--- src/rtl/q2b_pkg.sv ---
// Shared definitions for the Q2b motor driver: FSM encoding, counter width
// and the fixed WAITG / CHECK window lengths.
package q2b_pkg;

  localparam int CNT_W = 4;

  localparam logic [CNT_W-1:0] WAITG_TIMEOUT = 4'd8;
  localparam logic [CNT_W-1:0] CHECK_LEN     = 4'd4;

  typedef enum logic [3:0] {
    IDLE,
    PRE,
    ONE,
    ZERO,
    LAST,
    WAITG,
    YDLY,
    YPULSE,
    CHECK
  } state_t;

  // Counter preload for the ONE phase; a length of 0 behaves like 1.
  function automatic logic [CNT_W-1:0] ones_load(input logic [1:0] n);
    return (n == 2'd0) ? '0 : ({2'b00, n} - 4'd1);
  endfunction

endpackage

--- src/rtl/q2b_downcounter.sv ---
// Loadable 4-bit down-counter that saturates at zero and flags when it is there.
module q2b_downcounter
  import q2b_pkg::*;
(
  input  logic             clk,
  input  logic             resetn,
  input  logic             load,
  input  logic             en,
  input  logic [CNT_W-1:0] load_val,
  output logic             zero
);

  logic [CNT_W-1:0] cnt;

  always_ff @(posedge clk or negedge resetn) begin
    if (!resetn) begin
      cnt <= '0;
    end else if (load) begin
      cnt <= load_val;
    end else if (en && (cnt != '0)) begin
      cnt <= cnt - 1'b1;
    end
  end

  assign zero = (cnt == '0);

endmodule

--- src/rtl/q2b_motor_driver.sv ---
// Q2b motor driver: on a start pulse plays the x pattern, waits for the grant,
// answers with a y pulse and reports whether g settled to the expected level.
module q2b_motor_driver
  import q2b_pkg::*;
(
  input  logic       clk,
  input  logic       resetn,
  input  logic       f,
  input  logic       g,
  input  logic [3:0] pre_idle,
  input  logic [1:0] ones_len,
  input  logic [1:0] y_delay,
  input  logic       y_en,
  output logic       x,
  output logic       y,
  output logic       busy,
  output logic       done,
  output logic       pass
);

  state_t           state;
  logic [1:0]       ones_l;
  logic [1:0]       y_delay_l;
  logic             y_en_l;
  logic             cnt_load;
  logic             cnt_en;
  logic [CNT_W-1:0] cnt_val;
  logic             cnt_zero;
  logic             accept;
  logic             expect_g;

  // The done cycle is already IDLE, so a start on that cycle must be refused.
  assign accept   = (state == IDLE) && f && !done;
  assign expect_g = y_en_l && (y_delay_l == 2'd0);

  always_ff @(posedge clk) begin
    if (accept) begin
      ones_l    <= ones_len;
      y_delay_l <= y_delay;
      y_en_l    <= y_en;
    end
  end

  q2b_downcounter u_cnt (
    .clk      (clk),
    .resetn   (resetn),
    .load     (cnt_load),
    .en       (cnt_en),
    .load_val (cnt_val),
    .zero     (cnt_zero)
  );

  // One shared counter: each phase preloads (length-1) on entry and leaves on zero.
  always_comb begin
    cnt_load = 1'b0;
    cnt_en   = 1'b0;
    cnt_val  = '0;
    case (state)
      IDLE: begin
        if (accept) begin
          cnt_load = 1'b1;
          cnt_val  = (pre_idle != 4'd0) ? (pre_idle - 4'd1) : ones_load(ones_len);
        end
      end
      PRE: begin
        if (cnt_zero) begin
          cnt_load = 1'b1;
          cnt_val  = ones_load(ones_l);
        end else begin
          cnt_en = 1'b1;
        end
      end
      LAST: begin
        cnt_load = 1'b1;
        cnt_val  = WAITG_TIMEOUT - 4'd1;
      end
      WAITG: begin
        if (g && (y_delay_l != 2'd0)) begin
          cnt_load = 1'b1;
          cnt_val  = {2'b00, y_delay_l} - 4'd1;
        end else begin
          cnt_en = 1'b1;
        end
      end
      YPULSE: begin
        cnt_load = 1'b1;
        cnt_val  = CHECK_LEN - 4'd1;
      end
      ONE, YDLY, CHECK: cnt_en = 1'b1;
      default: ;
    endcase
  end

  always_ff @(posedge clk or negedge resetn) begin
    if (!resetn) begin
      state <= IDLE;
      x     <= 1'b0;
      y     <= 1'b0;
      busy  <= 1'b0;
      done  <= 1'b0;
      pass  <= 1'b0;
    end else begin
      done <= 1'b0;
      case (state)
        IDLE: begin
          if (accept) begin
            busy <= 1'b1;
            if (pre_idle != 4'd0) begin
              state <= PRE;
              x     <= 1'b0;
            end else begin
              state <= ONE;
              x     <= 1'b1;
            end
          end
        end
        PRE: begin
          if (cnt_zero) begin
            state <= ONE;
            x     <= 1'b1;
          end
        end
        ONE: begin
          if (cnt_zero) begin
            state <= ZERO;
            x     <= 1'b0;
          end
        end
        ZERO: begin
          state <= LAST;
          x     <= 1'b1;
        end
        LAST: begin
          state <= WAITG;
          x     <= 1'b0;
        end
        WAITG: begin
          if (g) begin
            if (y_delay_l == 2'd0) begin
              state <= YPULSE;
              y     <= y_en_l;
            end else begin
              state <= YDLY;
            end
          end else if (cnt_zero) begin
            state <= IDLE;
            busy  <= 1'b0;
            done  <= 1'b1;
            pass  <= 1'b0;
          end
        end
        YDLY: begin
          if (cnt_zero) begin
            state <= YPULSE;
            y     <= y_en_l;
          end
        end
        YPULSE: begin
          state <= CHECK;
          y     <= 1'b0;
        end
        CHECK: begin
          if (cnt_zero) begin
            state <= IDLE;
            busy  <= 1'b0;
            done  <= 1'b1;
            pass  <= (g == expect_g);
          end
        end
        default: begin
          state <= IDLE;
          x     <= 1'b0;
          y     <= 1'b0;
          busy  <= 1'b0;
        end
      endcase
    end
  end

endmodule

--- config.mk ---
export PLATFORM = sky130hd
export DESIGN_NAME = q2b_motor_driver
export DESIGN_NICKNAME = d
export VERILOG_FILES = /design/src/rtl/q2b_pkg.sv /design/src/rtl/q2b_downcounter.sv /design/src/rtl/q2b_motor_driver.sv
export SDC_FILE = /design/constraint.sdc
export NUM_CORES = 1
export LEC_CHECK = 0
export CAP_MARGIN = 25
export CORE_ASPECT_RATIO = 0.75
export CORE_MARGIN = 5
export CORE_UTILIZATION = 49
export CTS_BUF_LIST = sky130_fd_sc_hd__clkbuf_16
export CTS_CLUSTER_SIZE = 16
export DETAILED_ROUTE_END_ITERATION = 7
export PLACE_DENSITY = 0.75
export SLEW_MARGIN = 20
export SYNTH_ARGS = -nofsm -noshare
export SYNTH_HDL_FRONTEND = slang
export SYNTH_SLANG_ARGS = --single-unit
--- constraint.sdc ---
create_clock -name clk -period 1.7 [get_ports clk]
set_input_delay 0.34 -clock clk [delete_from_list [all_inputs] [get_ports clk]]
set_output_delay 0.34 -clock clk [all_outputs]
set_load 0.01 [all_outputs]
* Yosys cells after proc, flatten, opt, wreduce, memory -nomap -nowiden *
Index checks and enable logic that the tools add are counted.

word-level totals
  output and inout bits = 5
  bits of input ports = 13
  word-level logic and storage cells = 105
  register bits after elaboration = 18

cells by class
  mux-type cells = 43
  reduce and logical (&&, ||, !) cells = 26
  add/sub/neg operators = 5
  eq/ne operators = 18
  bitwise operators = 3

operators with widths
  cell                                              number
  two-way mux 4 bit                                 14
  case mux 4 bit (9 select lines)                   1
  case mux 4 bit (5 select lines)                   1
  two-way mux 1 bit                                 19
  inequality test 2 bit, second input constant      9
  == test 4 x 3 -> 1 bit, second input constant     4
  AND reduction 4 bit                               4
  OR reduction 6 bit                                2
  subtractor 2 x 1 -> 3 bit, second input constant  3
  == test 4 x 2 -> 1 bit, second input constant     2
  zero test 4 bit                                   2
  case mux 1 bit (4 select lines)                   2
  nonzero test 4 bit                                2
  subtractor 4 x 1 -> 4 bit, second input constant  2
  zero test 2 bit                                   3
  case mux 1 bit (3 select lines)                   2
  nonzero test 2 bit                                3
  logical AND 1 bit                                 5
  case mux 1 bit (5 select lines)                   1
  == test 4 x 1 -> 1 bit, second input constant     1
  == test 4 bit, second input constant              1
  case mux 1 bit (2 select lines)                   2
  OR reduction 4 bit                                1
  inverter 1 bit                                    3
  6 further kinds                                   6

* Logic depth before layout (Yosys ltp) *
  word-level depth = 7
  mapped depth = 8
  gate-level depth less buffers = 7

* By module *
From an unflattened synthesis, not the netlist that was laid out.

unflattened totals
  cell total of the unflattened synthesis = 144
  area, all modules = 1345.0 um^2

by module, submodules not included
  module            seq. area each (um^2)  area an instance (um^2)  cells an instance  instances
  q2b_motor_driver  375.4                  1074.8                   117                1
  q2b_downcounter   100.1                  270.3                    27                 1

* Worst setup path after synthesis *
OpenSTA, ideal clock, no wires.

  path kind = flip-flop to flip-flop
  start = reg u_cnt.cnt[0]
  end = reg state[2]
  setup time = 0.076 ns
  arrival = 1.688 ns
  period minus slack after synthesis = 1.765 ns
  setup slack = -0.065 ns
  buffers on the path = 1
  data required time = 1.624 ns
  stages on the path, launching flop included = 9
  cell sequence = dfrtp_1 > inv_1 > ha_1 > or3b_1 > buf_2 > nand2_1 > o21ai_1 > a221o_1 > o21ai_1

between the ends
  word-level cells in the longest chain between the ends = 4
  elaborated cells between the ends (all ways) = 8
  those cells by class = eq/ne (3); mux (3); reduce/logical (2)

ends and longest elaborated chain
  element                          line                     RTL
  start: declaration               q2b_downcounter.sv:13    logic [CNT_W-1:0] cnt;
  start signal: assignment         q2b_downcounter.sv:19    cnt <= load_val;
  start signal: assignment         q2b_downcounter.sv:21    cnt <= cnt - 1'b1;
  zero test 4 bit *                q2b_downcounter.sv:25    assign zero = (cnt == '0);
  two-way mux 4 bit (2 in series)  -
  case mux 4 bit (9 select lines)  -
  end signal: assignment           q2b_motor_driver.sv:96   state <= IDLE;
  end signal: assignment           q2b_motor_driver.sv:109  state <= PRE;
  end signal: assignment           q2b_motor_driver.sv:112  state <= ONE;
  end: declaration                 q2b_motor_driver.sv:21   state_t state;

Mark *: on every way between the ends. The rest lies on a longest branch, timed or not.
A chain may end at the register's enable or synchronous reset.

* Final worst setup path *
  start = reg state[0]
  end = reg x

between the ends
  word-level cells in the longest chain between the ends = 5
  elaborated cells between the ends (all ways) = 17
  those cells by class = eq/ne (10); mux (1); bitwise (1); reduce/logical (5)

ends and longest elaborated chain
  element                          line                                             RTL
  zero test 4 bit                  q2b_motor_driver.sv:33, q2b_motor_driver.sv:104
  logical AND 1 bit (2 in series)  q2b_motor_driver.sv:33                           assign accept = (state == IDLE) && f && !done;
  inequality test 2 bit (no line)  -
  AND reduction 4 bit (no line)    -
  end signal: assignment           q2b_motor_driver.sv:97                           x <= 1'b0;
  end signal: assignment           q2b_motor_driver.sv:110                          x <= 1'b0;
  end signal: assignment           q2b_motor_driver.sv:113                          x <= 1'b1;
  end: declaration                 q2b_motor_driver.sv:14                           output logic x,

Several ways; a longest one is shown, not always the timed one.

==> metrics.csv <==
metric;value;unit
timing.max_cap.violations;0;
timing.final.setup_violations;12;
worst_clock_skew;0.00232;ns
internal_power;2.27;mW
post_drt_wl_per_cell;19.6;µm
postSynthRegisterBits;18;
worst_setup_hold_path_clk_slew;0.05;ns
dr.pass1.iters;5;
numClockSinks;18;
netlist_top_cells_area;sky130_fd_sc_hd__dfrtp_1 25%, sky130_fd_sc_hd__edfxtp_1 11%, sky130_fd_sc_hd__ha_1 4.7%;
cp.buffers_inverters;2;
drt_iter0_drc;103;
cts_root_buf;sky130_fd_sc_hd__clkbuf_16;
clock_insertion_delay_worst_skew;0.25;ns
worstPathArrival;1.95;ns
crit_chain;buf_4 > xor2_1 > a22oi_2 > o32ai_2 > buf_4 > nand2_1 > o41ai_2;
synth.net_count;167;
layout.core_utilization;0.809;
synth_top_cells_by_count;13 x sky130_fd_sc_hd__dfrtp_1, 12 x sky130_fd_sc_hd__nand2_1, 12 x sky130_fd_sc_hd__nor2_1, 9 x sky130_fd_sc_hd__inv_1;
post-dp-hpwl;2.86;mm
synth.top_cell.area_share;0.247;
crit_required;1.84;ns
gpl_congestion;0.899;
swShare;0.428;
cts_made_buffers;3;
timing.hold.worst.class;in -> async;
synth_ff_type;sky130_fd_sc_hd__dfrtp_1;
htree_num_levels;1;
reg2reg_depth;7;
synthMostInstantiatedCell;sky130_fd_sc_hd__dfrtp_1;
part_of_the_cycle_the_worst_path_needs;1.06;
die_width;69.9;µm
drcViolationCount;0;
grt_first_pass_wirelength;7.00;mm
synth_cell_types;46;
critical_path.max_fanout;9;
layout_setup_ws;-0.109;ns
start_kind;flop;
nNetsFinal;228;
share_of_synthesized_area_occupied_by_flip_flops_and_latches;0.361;
route.antenna.remaining_nets;0;
synth_enable_flop_cells;5;
vdd_ir_drop_max;1380;µV
pwr-share-seq;0.192;
max_slew_margin;0.673;
powerDensity;1890;nW/µm²
ios;18;
grt_start_max_net_pins;12;
power_switching;1.70;mW
place_area;1790;µm²
placeableCoreArea;2600;µm²
cts_tree;yes;
initial_antenna_violation_count;0;
critPathCaptureType;flop;
critical-path-top-cell-by-count;sky130_fd_sc_hd__buf_4;
fillers;143;
vias_per_cell;6.07;
drt_wl_total;4.80;mm
min_period;1.81;ns
setup_tns;-0.745;ns
grt_setup_unrepaired;yes;
cell_area_after_synthesis;1320;µm²
cts-root-to-sink-buffers;2;
fmax;553;MHz
placement_rows;16;
first_global_vias;1440;
die_area;3840;µm²
violations;negative setup slack;
multi_input_area;930;µm²
yosys.area.top_type;sky130_fd_sc_hd__dfrtp_1;
combPwrFrac;0.689;
proportion_of_register_bits_with_asynchronous_set_or_reset_after_synthesis;0.722;
crit_type;reg -> reg;
worstSetupPathDepth;7;
drive_gt1_frac;0.431;
grt_overflow;0;
place.port_buffers;17;
crit_slowest_cell;sky130_fd_sc_hd__dfrtp_1;
fin_worst_hold_slack;0.293;ns
worst_path_largest_cell_delay;0.50;ns
seq_area;477;µm²
fin_area;2100;µm²
worst-slew-pin-transition;0.489;ns
synth.yosys.warnings;0;
flow.area_growth_from_synthesis;59.6;%
num_vias;1487;
die_height;54.9;µm
worst_path_dominant_cell_family;flip-flops;
clkPwrFrac;0.120;
syn-mean-instance-area;8.85;µm²
synthesis.instances;149;
finalHoldViolCount;0;
total_power;3.97;mW
diodes_inserted;0;
total_grt_usage;0.237;
final-max-slew-violation-count;0;
floorplan.initialDensity;0.507;
outcome;finished, violations left;
power.static_leakage;0.930;nW
-- final timing paths --
kind | from | endpoint | slack (ns)
max reg2reg | state[0] | x | -0.11
max in group asynchronous | resetn | state[1] | 1.00
min reg2reg | busy | busy | 0.50
max | state[0] | x | -0.11
min | resetn | y | 0.29
min in group clk | busy | busy | 0.50
-- through the flow --
step | instances | setup WS (ns)
2_1_floorplan | 149 | -0.0255
6_report | 245 | -0.109
5_1_grt | 245 | -0.210
4_1_cts | 241 | -0.0837
3_3_place_gp | 232 | -0.290
3_5_place_dp | 232 | -0.345
-- registers in the layout, indices dropped and copies added, names as in the netlist --
signal / cells
done: 1
y: 1
pass: 1
x: 1
y_en_l: 1
ones_l: 2
busy: 1
u_cnt.cnt: 4
y_delay_l: 2
state: 4
-- final cells by class --
class / instances / share of cell area
multi-input cells: 114 / 0.442
clock buffers: 3 / 0.0357
clock inverters: 1 / 0.00178
well taps: 36 / 0.0214
repair buffers: 64 / 0.257
inverters: 9 / 0.0161
flip-flops and latches: 18 / 0.227
-- cell families after synthesis --
kind of cell	synth area share
xor gates and xnor gates	0.0199
muxes	0.0171
buffers and inverters	0.0626
adders and majority gates	0.0474
DFF	0.361
and+or+nand+nor	0.257
AOI/OAI and AO/OA	0.235
-- routing by layer --
layer | track usage | vias to the layer above | share of wire
met2 | 0.434 | 97 | 0.48
li1 | - | 670 | -
met5 | 0 | - | 0
met3 | 0.0542 | 22 | 0.071
met1 | 0.280 | 698 | 0.41
met4 | 0.0892 | 0 | 0.037
-- power groups by stage --
stage               registers, mW  clock network (mW)  logic, mW
floorplan                   0.745                   0       1.29
global placement            0.728                   0       2.07
detailed placement          0.737                   0       2.12
CTS                         0.736               0.476       2.35
global route                0.776               0.502       2.90
finish                      0.762               0.474       2.73
-- cell usage in the layout, fill, tap and decap left out, types with 5 or more instances in the layout --
| master | synthesis | final |
|---|---|---|
| sky130_fd_sc_hd__buf_4 | 0 | 45 |
| sky130_fd_sc_hd__clkdlybuf4s50_1 | 0 | 15 |
| sky130_fd_sc_hd__dfrtp_1 | 13 | 12 |
| sky130_fd_sc_hd__nand2_1 | 12 | 11 |
| sky130_fd_sc_hd__nor2_1 | 12 | 10 |
| sky130_fd_sc_hd__a21oi_1 | 7 | 6 |
| sky130_fd_sc_hd__inv_1 | 9 | 5 |
| sky130_fd_sc_hd__nor2b_1 | 6 | 5 |
| sky130_fd_sc_hd__nand3_1 | 7 | 5 |
| sky130_fd_sc_hd__nor3_1 | 6 | 5 |
| sky130_fd_sc_hd__edfxtp_1 | 5 | 5 |
-- repair_timing --
action                     CTS  global route
hold buffers                 0             0
setup endpoints to repair   10            16
gates resized for setup     22            22
setup buffers                6             4
pin swaps                    8            19
(Power assumes the default switching activity.)
